## src/rtl/div_restoring_seq.sv

```systemverilog
// Unsigned radix-2 restoring divider: 2W-bit dividend / W-bit divisor -> W-bit quotient and W-bit remainder.
// Latency: out_valid rises W cycles after the accept edge (1 cycle for divide-by-zero or overflow).
// Backpressure: in_ready only in IDLE; the result is held stable in DONE until out_valid && out_ready.
module div_restoring_seq #(
  parameter int W = 16
) (
  input  logic           clk,
  input  logic           rst_n,
  input  logic           in_valid,
  output logic           in_ready,
  input  logic [2*W-1:0] dividend,
  input  logic [W-1:0]   divisor,
  output logic           out_valid,
  input  logic           out_ready,
  output logic [W-1:0]   quotient,
  output logic [W-1:0]   remainder,
  output logic           div_zero,
  output logic           overflow
);

  // W must be at least 2 so the quotient shift below has a non-empty slice.
  localparam int CW = (W > 1) ? $clog2(W) : 1;

  typedef enum logic [1:0] {
    IDLE = 2'd0,
    RUN  = 2'd1,
    DONE = 2'd2
  } state_t;

  state_t        state;
  state_t        state_nxt;

  // Partial remainder, dividend-low/quotient shift register and captured divisor.
  logic [W-1:0]  rem_q;
  logic [W-1:0]  qreg_q;
  logic [W-1:0]  dvsr_q;
  logic [CW-1:0] count_q;

  // Error bookkeeping: an error operation spends one RUN cycle just to
  // give it the one-cycle latency, and skips the iteration entirely.
  logic          err_q;
  logic          zero_q;
  logic          ovf_q;

  logic          accept;
  logic          hi_ge;
  logic          last_step;
  logic [W:0]    trial;
  logic          q_bit;
  logic [W-1:0]  rem_nxt;
  logic [W-1:0]  qreg_nxt;

  assign in_ready  = (state == IDLE);
  assign out_valid = (state == DONE);
  assign accept    = in_valid && (state == IDLE);
  assign last_step = (state == RUN) && (count_q == '0);

  // The quotient only fits in W bits when the dividend's upper half is below the divisor.
  assign hi_ge = (dividend[2*W-1:W] >= divisor);

  // One restoring step: shift in the next dividend bit and try subtracting the divisor.
  always_comb begin
    trial    = {rem_q, qreg_q[W-1]};
    q_bit    = (trial >= {1'b0, dvsr_q});
    // When the subtraction succeeds the result is below the divisor, so W bits suffice.
    rem_nxt  = q_bit ? (trial[W-1:0] - dvsr_q) : trial[W-1:0];
    qreg_nxt = {qreg_q[W-2:0], q_bit};
  end

  // State register.
  always_ff @(posedge clk or negedge rst_n) begin
    if (!rst_n) begin
      state <= IDLE;
    end else begin
      state <= state_nxt;
    end
  end

  // Next-state logic: IDLE -> RUN on accept, RUN -> DONE on the last step, DONE -> IDLE on handshake.
  always_comb begin
    state_nxt = state;
    case (state)
      IDLE: begin
        if (accept) begin
          state_nxt = RUN;
        end
      end
      RUN: begin
        if (count_q == '0) begin
          state_nxt = DONE;
        end
      end
      DONE: begin
        if (out_ready) begin
          state_nxt = IDLE;
        end
      end
      default: begin
        state_nxt = IDLE;
      end
    endcase
  end

  // Operand capture with error classification, then one quotient bit per RUN cycle.
  always_ff @(posedge clk or negedge rst_n) begin
    if (!rst_n) begin
      rem_q   <= '0;
      qreg_q  <= '0;
      dvsr_q  <= '0;
      count_q <= '0;
      err_q   <= 1'b0;
      zero_q  <= 1'b0;
      ovf_q   <= 1'b0;
    end else if (accept) begin
      if (divisor == '0) begin
        // Divide by zero: saturated quotient, low half of the dividend as remainder.
        rem_q   <= dividend[W-1:0];
        qreg_q  <= '1;
        count_q <= '0;
        err_q   <= 1'b1;
        zero_q  <= 1'b1;
        ovf_q   <= 1'b0;
      end else if (hi_ge) begin
        // Quotient would need more than W bits: saturate and report zero remainder.
        rem_q   <= '0;
        qreg_q  <= '1;
        count_q <= '0;
        err_q   <= 1'b1;
        zero_q  <= 1'b0;
        ovf_q   <= 1'b1;
      end else begin
        rem_q   <= dividend[2*W-1:W];
        qreg_q  <= dividend[W-1:0];
        dvsr_q  <= divisor;
        count_q <= CW'(W - 1);
        err_q   <= 1'b0;
        zero_q  <= 1'b0;
        ovf_q   <= 1'b0;
      end
    end else if (state == RUN && !err_q) begin
      rem_q   <= rem_nxt;
      qreg_q  <= qreg_nxt;
      count_q <= count_q - CW'(1);
    end
  end

  // Result registers: loaded once on entry to DONE so they stay stable while stalled.
  always_ff @(posedge clk or negedge rst_n) begin
    if (!rst_n) begin
      quotient  <= '0;
      remainder <= '0;
      div_zero  <= 1'b0;
      overflow  <= 1'b0;
    end else if (last_step) begin
      if (err_q) begin
        quotient  <= qreg_q;
        remainder <= rem_q;
      end else begin
        quotient  <= qreg_nxt;
        remainder <= rem_nxt;
      end
      div_zero <= zero_q;
      overflow <= ovf_q;
    end
  end

endmodule
```

## config.mk

```make
export PLATFORM = sky130hd
export DESIGN_NAME = div_restoring_seq
export DESIGN_NICKNAME = d
export VERILOG_FILES = /design/src/rtl/div_restoring_seq.sv
export SDC_FILE = /design/constraint.sdc
export NUM_CORES = 1
export LEC_CHECK = 0
export ABC_AREA = 1
export BUFFER_PORTS_ARGS = -buffer_cell sky130_fd_sc_hd__buf_2
export CAP_MARGIN = 5
export CORE_ASPECT_RATIO = 0.5
export CORE_MARGIN = 10
export CORE_UTILIZATION = 40
export CTS_CLUSTER_DIAMETER = 30
export DETAILED_ROUTE_END_ITERATION = 7
export MAX_ROUTING_LAYER = met4
export PLACE_DENSITY_LB_ADDON = 0.2
export SKIP_CTS_REPAIR_TIMING = 1
export SLEW_MARGIN = 20
export SYNTH_ARGS = -nofsm -noshare
export SYNTH_HDL_FRONTEND = slang
export SYNTH_SLANG_ARGS = --single-unit
export TNS_END_PERCENT = 50
```

## constraint.sdc

```tcl
create_clock -name clk -period 5.4 [get_ports clk]
set_clock_uncertainty 0.05 [all_clocks]
set_input_delay 0.54 -clock clk [delete_from_list [all_inputs] [get_ports clk]]
set_output_delay 0.54 -clock clk [all_outputs]
set_load 0.02 [all_outputs]
```

# After elaboration in Yosys (flattened, before gate mapping)
# Cells that the tools add are included.
[op_classes] n_addsub=2 multipliers=0 n_div=0 magnitude_cmp=2 eq_ne=5 shifts=0 n_mux=23 bitwise_logic=2 reduce_logical=10
[op_table] operator="two-way mux 16 bit" n=11
[op_table] operator=">= comparator 17 x 16 -> 1 bit" n=1
[op_table] operator=">= comparator 16 bit" n=1
[op_table] operator="zero test 16 bit" n=1
[op_table] operator="two-way mux 4 bit" n=4
[op_table] operator="subtractor 16 bit" n=1
[op_table] operator="two-way mux 2 bit" n=3
[op_table] operator="one-hot mux 2 bit (3 select lines)" n=1
[op_table] operator="AND reduction 3 bit" n=2
[op_table] operator="zero test 4 bit" n=1
[op_table] operator="two-way mux 1 bit" n=4
[op_table] operator="!= test 2 x 1 -> 1 bit (second input constant)" n=2
[op_table] operator="subtractor 4 x 1 -> 4 bit (second input constant)" n=1
[op_table] operator="logical AND 1 bit" n=3
[op_table] operator="equality test 2 x 1 -> 1 bit (second input constant)" n=1
[op_table] operator="equality test 2 bit (second input constant)" n=1
[op_table] operator="zero test 2 bit" n=1
[op_table] operator="!= test 2 bit (second input constant)" n=1
[op_table] operator="inverter 1 bit" n=2
[op_table] operator="nonzero test 2 bit" n=1
[op_table] operator="zero test 1 bit" n=1
[word_totals] regBits=91 latchBits=0 ram_bits=0 mem_bits_ro=0 in_bits=52 elab_cells=56 n_memories=0

# Longest topological paths before layout
[logic_depth] depth_word=4 mapped_depth=18 mapped_depth_nobuf=18

# Worst setup path before layout
# OpenSTA, ideal clock, no wires.
[synth_timing] path_type="in2reg" start="in divisor[9]" end="reg qreg_q[9]" setup_time_ps=123 arrival_ps=1965 t_required_ps=5227 path_slack_ps=3262 cell_stages=13 n_path_buf=2 cell_sequence="inv_1 > ha_1 > nand2_1 > inv_1 > o21bai_1 > a21oi_1 > nor2_2 > and2_0 > buf_2 > nand2_4 > buf_2 > o21ai_0 > nand2_1"
[synth_between] elab_chain_cells=4 elab_cells_between_ends=5 cone_classes="1 x order compare; 3 x mux; 1 x reduce/logical"
[synth_rtl] element="start, declared" line_no="12" text="input logic [W-1:0] divisor,"
[synth_rtl] element=">= comparator 16 bit" line_no="59" text="assign hi_ge = (dividend[2*W-1:W] >= divisor);"
[synth_rtl] element="two-way mux 16 bit" line_no="123" text="end else if (hi_ge) begin"
[synth_rtl] element="two-way mux 16 bit (*)" line_no="115" text="if (divisor == '0) begin"
[synth_rtl] element="two-way mux 16 bit (*)" line_no="114" text="end else if (accept) begin"
[synth_rtl] element="end signal, assigned" line_no="133" text="qreg_q <= dividend[W-1:0];"
[synth_rtl] element="end signal, assigned" line_no="142" text="qreg_q <= qreg_nxt;"
[synth_rtl] element="end, declared" line_no="35" text="logic [W-1:0] qreg_q;"
# Mark *: on every way between the ends. The rest lies on a longest branch, timed or not.
# A chain may end at the register's enable or synchronous reset.

# Worst setup path after layout
[layout_timing] start="reg err_q" end="reg rem_q[13]"
[layout_between] elab_chain_cells=3
[layout_rtl] element="start, declared" line_no="41" text="logic err_q;"
[layout_rtl] element="start signal, assigned" line_no="111" text="err_q <= 1'b0;"
[layout_rtl] element="start signal, assigned" line_no="120" text="err_q <= 1'b1;"
[layout_rtl] element="start signal, assigned" line_no="128" text="err_q <= 1'b1;"
[layout_rtl] element="zero test 1 bit" line_no="140" text="end else if (state == RUN && !err_q) begin"
[layout_rtl] element="logical AND 1 bit" line_no="140"
[layout_rtl] element="nonzero test 2 bit (no line)"
[layout_rtl] element="end signal, assigned" line_no="117" text="rem_q <= dividend[W-1:0];"
[layout_rtl] element="end signal, assigned" line_no="132" text="rem_q <= dividend[2*W-1:W];"
[layout_rtl] element="end signal, assigned" line_no="141" text="rem_q <= rem_nxt;"
[layout_rtl] element="end, declared" line_no="34" text="logic [W-1:0] rem_q;"
# No other way between the ends.

==> flow_metrics.py <==
metrics = {
    "outcome": {
        "status": "completed",
    },
    "die": {
        "core_mm2": 0.01533,
        "start_util_pct": 40.69,
        "die_y_um": 108.3,
        "rows": 32,
        "io_pins": 88,
        "die-area_mm2": 0.02130,
        "die_w_um": 196.6,
    },
    "synthesis": {
        "synth_cells": 918,
        "synth_edf_count": 0,
        "async_flop_share_pct": 100.0,
        "postSynthAreaPerCell_um2": 6.797,
        "ys_seq_area_share_pct": 36.49,
        "yosys_warnings": 0,
        "syn_area_mm2": 0.006240,
        "ys_ff_latch": 91,
        "syn-num-nets": 1004,
        "synth_cell_types": 37,
        "synth_top_flop_cell": "dfrtp_1",
    },
    "placement": {
        "numPortBuffers": 87,
        "hpwl_um": 15540,
        "gp_congestion": 0.9127,
    },
    "setup_path": {
        "crit_chain": "inv_1, nand3_1, nand2_1, inv_2, a21oi_1, nand2_1, inv_1, a21oi_2",
        "r2r-end": "rem_q[13]",
        "critPathCaptureType": "flop",
        "worstPathArrival_ns": 3.32,
        "reg2reg_from": "err_q",
        "rrSetupSlack_ns": 2.25,
        "reg2regPathDepth": 8,
        "start_kind": "flop",
        "critical_path_required_ns": 5.57,
        "worstPathMaxFanout": 37,
        "path_buf_inv": 3,
        "slowest_stage": "inv_1",
        "critPathKind": "flop to flop",
        "critPathTopFamily": "buffers and inverters",
        "slowest_delay_ns": 0.76,
    },
    "sta": {
        "fin_tns_setup_ns": 0,
        "setup_viol": 0,
        "max_freq_mhz": 317.2,
        "max_slew_margin_pct": 30.77,
        "slew_violations": 0,
        "min_period_ns": 3.152,
        "max_slew.worst_pin.slew_ns": 1.037,
        "finalCritPeriodShare_pct": 58.37,
        "rsz0062_at_grt": "false",
        "finalHoldViolations": 0,
    },
    "grt": {
        "grt_pass1_wl_um": 31130,
        "grt_pass1_vias": 5561,
        "antenna_found_initial": 0,
        "grt_max_degree": 79,
        "gr-total-overflow": 0,
        "track_usage_pct": 18.91,
    },
    "drt": {
        "drtIter0Drc": 542,
        "ant_nets": 0,
        "viasPerCell": 5.039,
        "vias": 6016,
        "first_pass_iters": 5,
        "wire_per_inst_um": 16.71,
        "routed_wl_um": 19960,
        "drc_errors": 0,
    },
    "final_layout": {
        "drive_gt1_share_pct": 15.05,
        "syn_to_final_growth_pct": 13.64,
        "n_antenna_cell": 0,
        "final_nets": 1071,
        "nFillCells": 1640,
    },
    "clock_network": {
        "cts_num_sinks": 91,
        "clk_latency_ns": 0.34,
        "cts_tree": "yes",
        "cts-htree-levels": 3,
        "cts_buffers": 9,
        "clock_path_buffers": 2,
        "clk_pin_slew_worst_paths_ns": 0.07,
        "root_buffer": "clkbuf_16",
    },
    "min_path": {
        "hold_path.class": "input pin to asynchronous set/reset pin",
    },
    "power": {
        "powerDensity_mw_per_mm2": 766.1,
        "cellLeakagePower_nw": 3.964,
        "ir_drop_mv": 0.2773,
        "finalPower_mw": 5.432,
    },
    "flow_run": {
        "maxCapViolCount": 0,
    },
}
## sequential cells by signal, summed over array words and instances (netlist names)
name,cells
count_q,4
div_zero,1
dvsr_q,16
err_q,1
overflow,1
ovf_q,1
qreg_q,16
quotient,16
rem_q,16
remainder,16
state,2
zero_q,1
## worst max-delay path by stage
stage / start / end / depth (start not counted)
after floorplan: divisor[9] / qreg_q[9] / 13
after global placement: divisor[7] / qreg_q[5] / 13
after detailed placement: divisor[7] / qreg_q[12] / 13
after CTS: err_q / rem_q[13] / 8
after global routing: err_q / rem_q[11] / 8
final: err_q / rem_q[13] / 8
## metrics by stage
step | worst slack [ns] | cells | util, % | hold slack (ns) | area, um^2
final | 2.248 | 1194 | 46.24 | 0.006809 | 7091
after detailed placement | 2.216 | 1178 | 44.26 | 0.3698 | 6787
after global routing | 1.946 | 1194 | 46.24 | 0.01098 | 7091
after CTS | 2.269 | 1194 | 46.21 | 0.002256 | 7087
after global placement | 2.332 | 1178 | 44.26 | 0.3667 | 6787
after floorplan | 3.262 | 918 | - | 0.1944 | 6240
## cell type report
type,instances,area (um^2),area share [%]
clock buffers,10,229.0,3.229
clock inverters,6,71.32,1.006
inverters,127,476.7,6.723
multi-input cells,665,3309,46.67
flip-flops and latches,91,2277,32.12
well taps,204,255.2,3.600
repair buffers,91,471.7,6.653
## synthesized netlist by cell type, types with 2 or more instances
master / count / area [um^2]
o21ai_1: 8 / 40.04
a21oi_1: 26 / 130.1
buf_1: 2 / 7.510
inv_1: 122 / 457.9
nand3_2: 7 / 70.07
a31oi_1: 16 / 100.1
a21oi_2: 5 / 43.79
nor2_1: 61 / 229.0
nand4_1: 12 / 75.07
and2_1: 2 / 12.51
nand2_1: 329 / 1235
nor3_1: 3 / 15.01
inv_2: 5 / 18.77
dfrtp_1: 91 / 2277
nand2_4: 4 / 45.04
o21ai_0: 73 / 365.4
ha_1: 33 / 412.9
nor2_2: 4 / 25.02
nor2_4: 2 / 22.52
nand3_1: 49 / 245.2
buf_2: 19 / 95.09
a22oi_1: 3 / 22.52
nand2_2: 13 / 81.33
clkbuf_1: 12 / 45.04
xor2_1: 4 / 35.03
xnor2_1: 2 / 17.52
## power breakdown
group | switching (mW) | leakage (nW) | total (mW) | internal [mW]
Sequential | 0.277 | 1.11 | 1.31 | 1.03
Combinational | 2.36 | 2.71 | 3.48 | 1.12
Clock | 0.276 | 0.140 | 0.639 | 0.363
## logic make-up after synthesis
family	count (synthesis)	share of synthesized area, %
and+or+nand+nor	489	33.25
AOI/OAI and AO/OA	136	11.97
buffers and inverters	162	10.51
xor gates and xnor gates	6	0.8422
adders and majority gates	34	6.938
DFF	91	36.49
## placed cells by master (no fill, tap or decap), types with 4 or more instances in the layout
master / count
a31oi_1: 16
nand2_1: 329
a21oi_2: 5
a21oi_1: 26
dfrtp_1: 91
clkbuf_16: 9
xor2_1: 4
o21ai_1: 8
nand2_2: 13
inv_2: 5
buf_2: 86
ha_1: 33
o21ai_0: 73
nand2_4: 4
buf_4: 4
nor2_1: 60
nand3_1: 49
nand4_1: 12
nand3_2: 7
inv_1: 122
nor2_2: 5
## routing by layer
layer	up-vias	share of wire (%)	wire length [um]	GRT usage, %
li1	3031	-	-	-
met1	2808	49	9818	26.83
met2	168	43	8587	27.34
met3	9	7.3	1455	4.263
met4	0	0.48	95	2.796
met5	-	0	0	-
## worst register-to-register path: cells and delay by family, from the launching register on
| family | cells | cell delay [ns] |
|---|---|---|
| DFF | 1 | 0.39 |
| buffers and inverters | 3 | 1.34 |
| and+or+nand+nor | 3 | 0.91 |
| AOI/OAI and AO/OA | 2 | 0.35 |
Note: power is estimated with default switching activity, not from simulation.
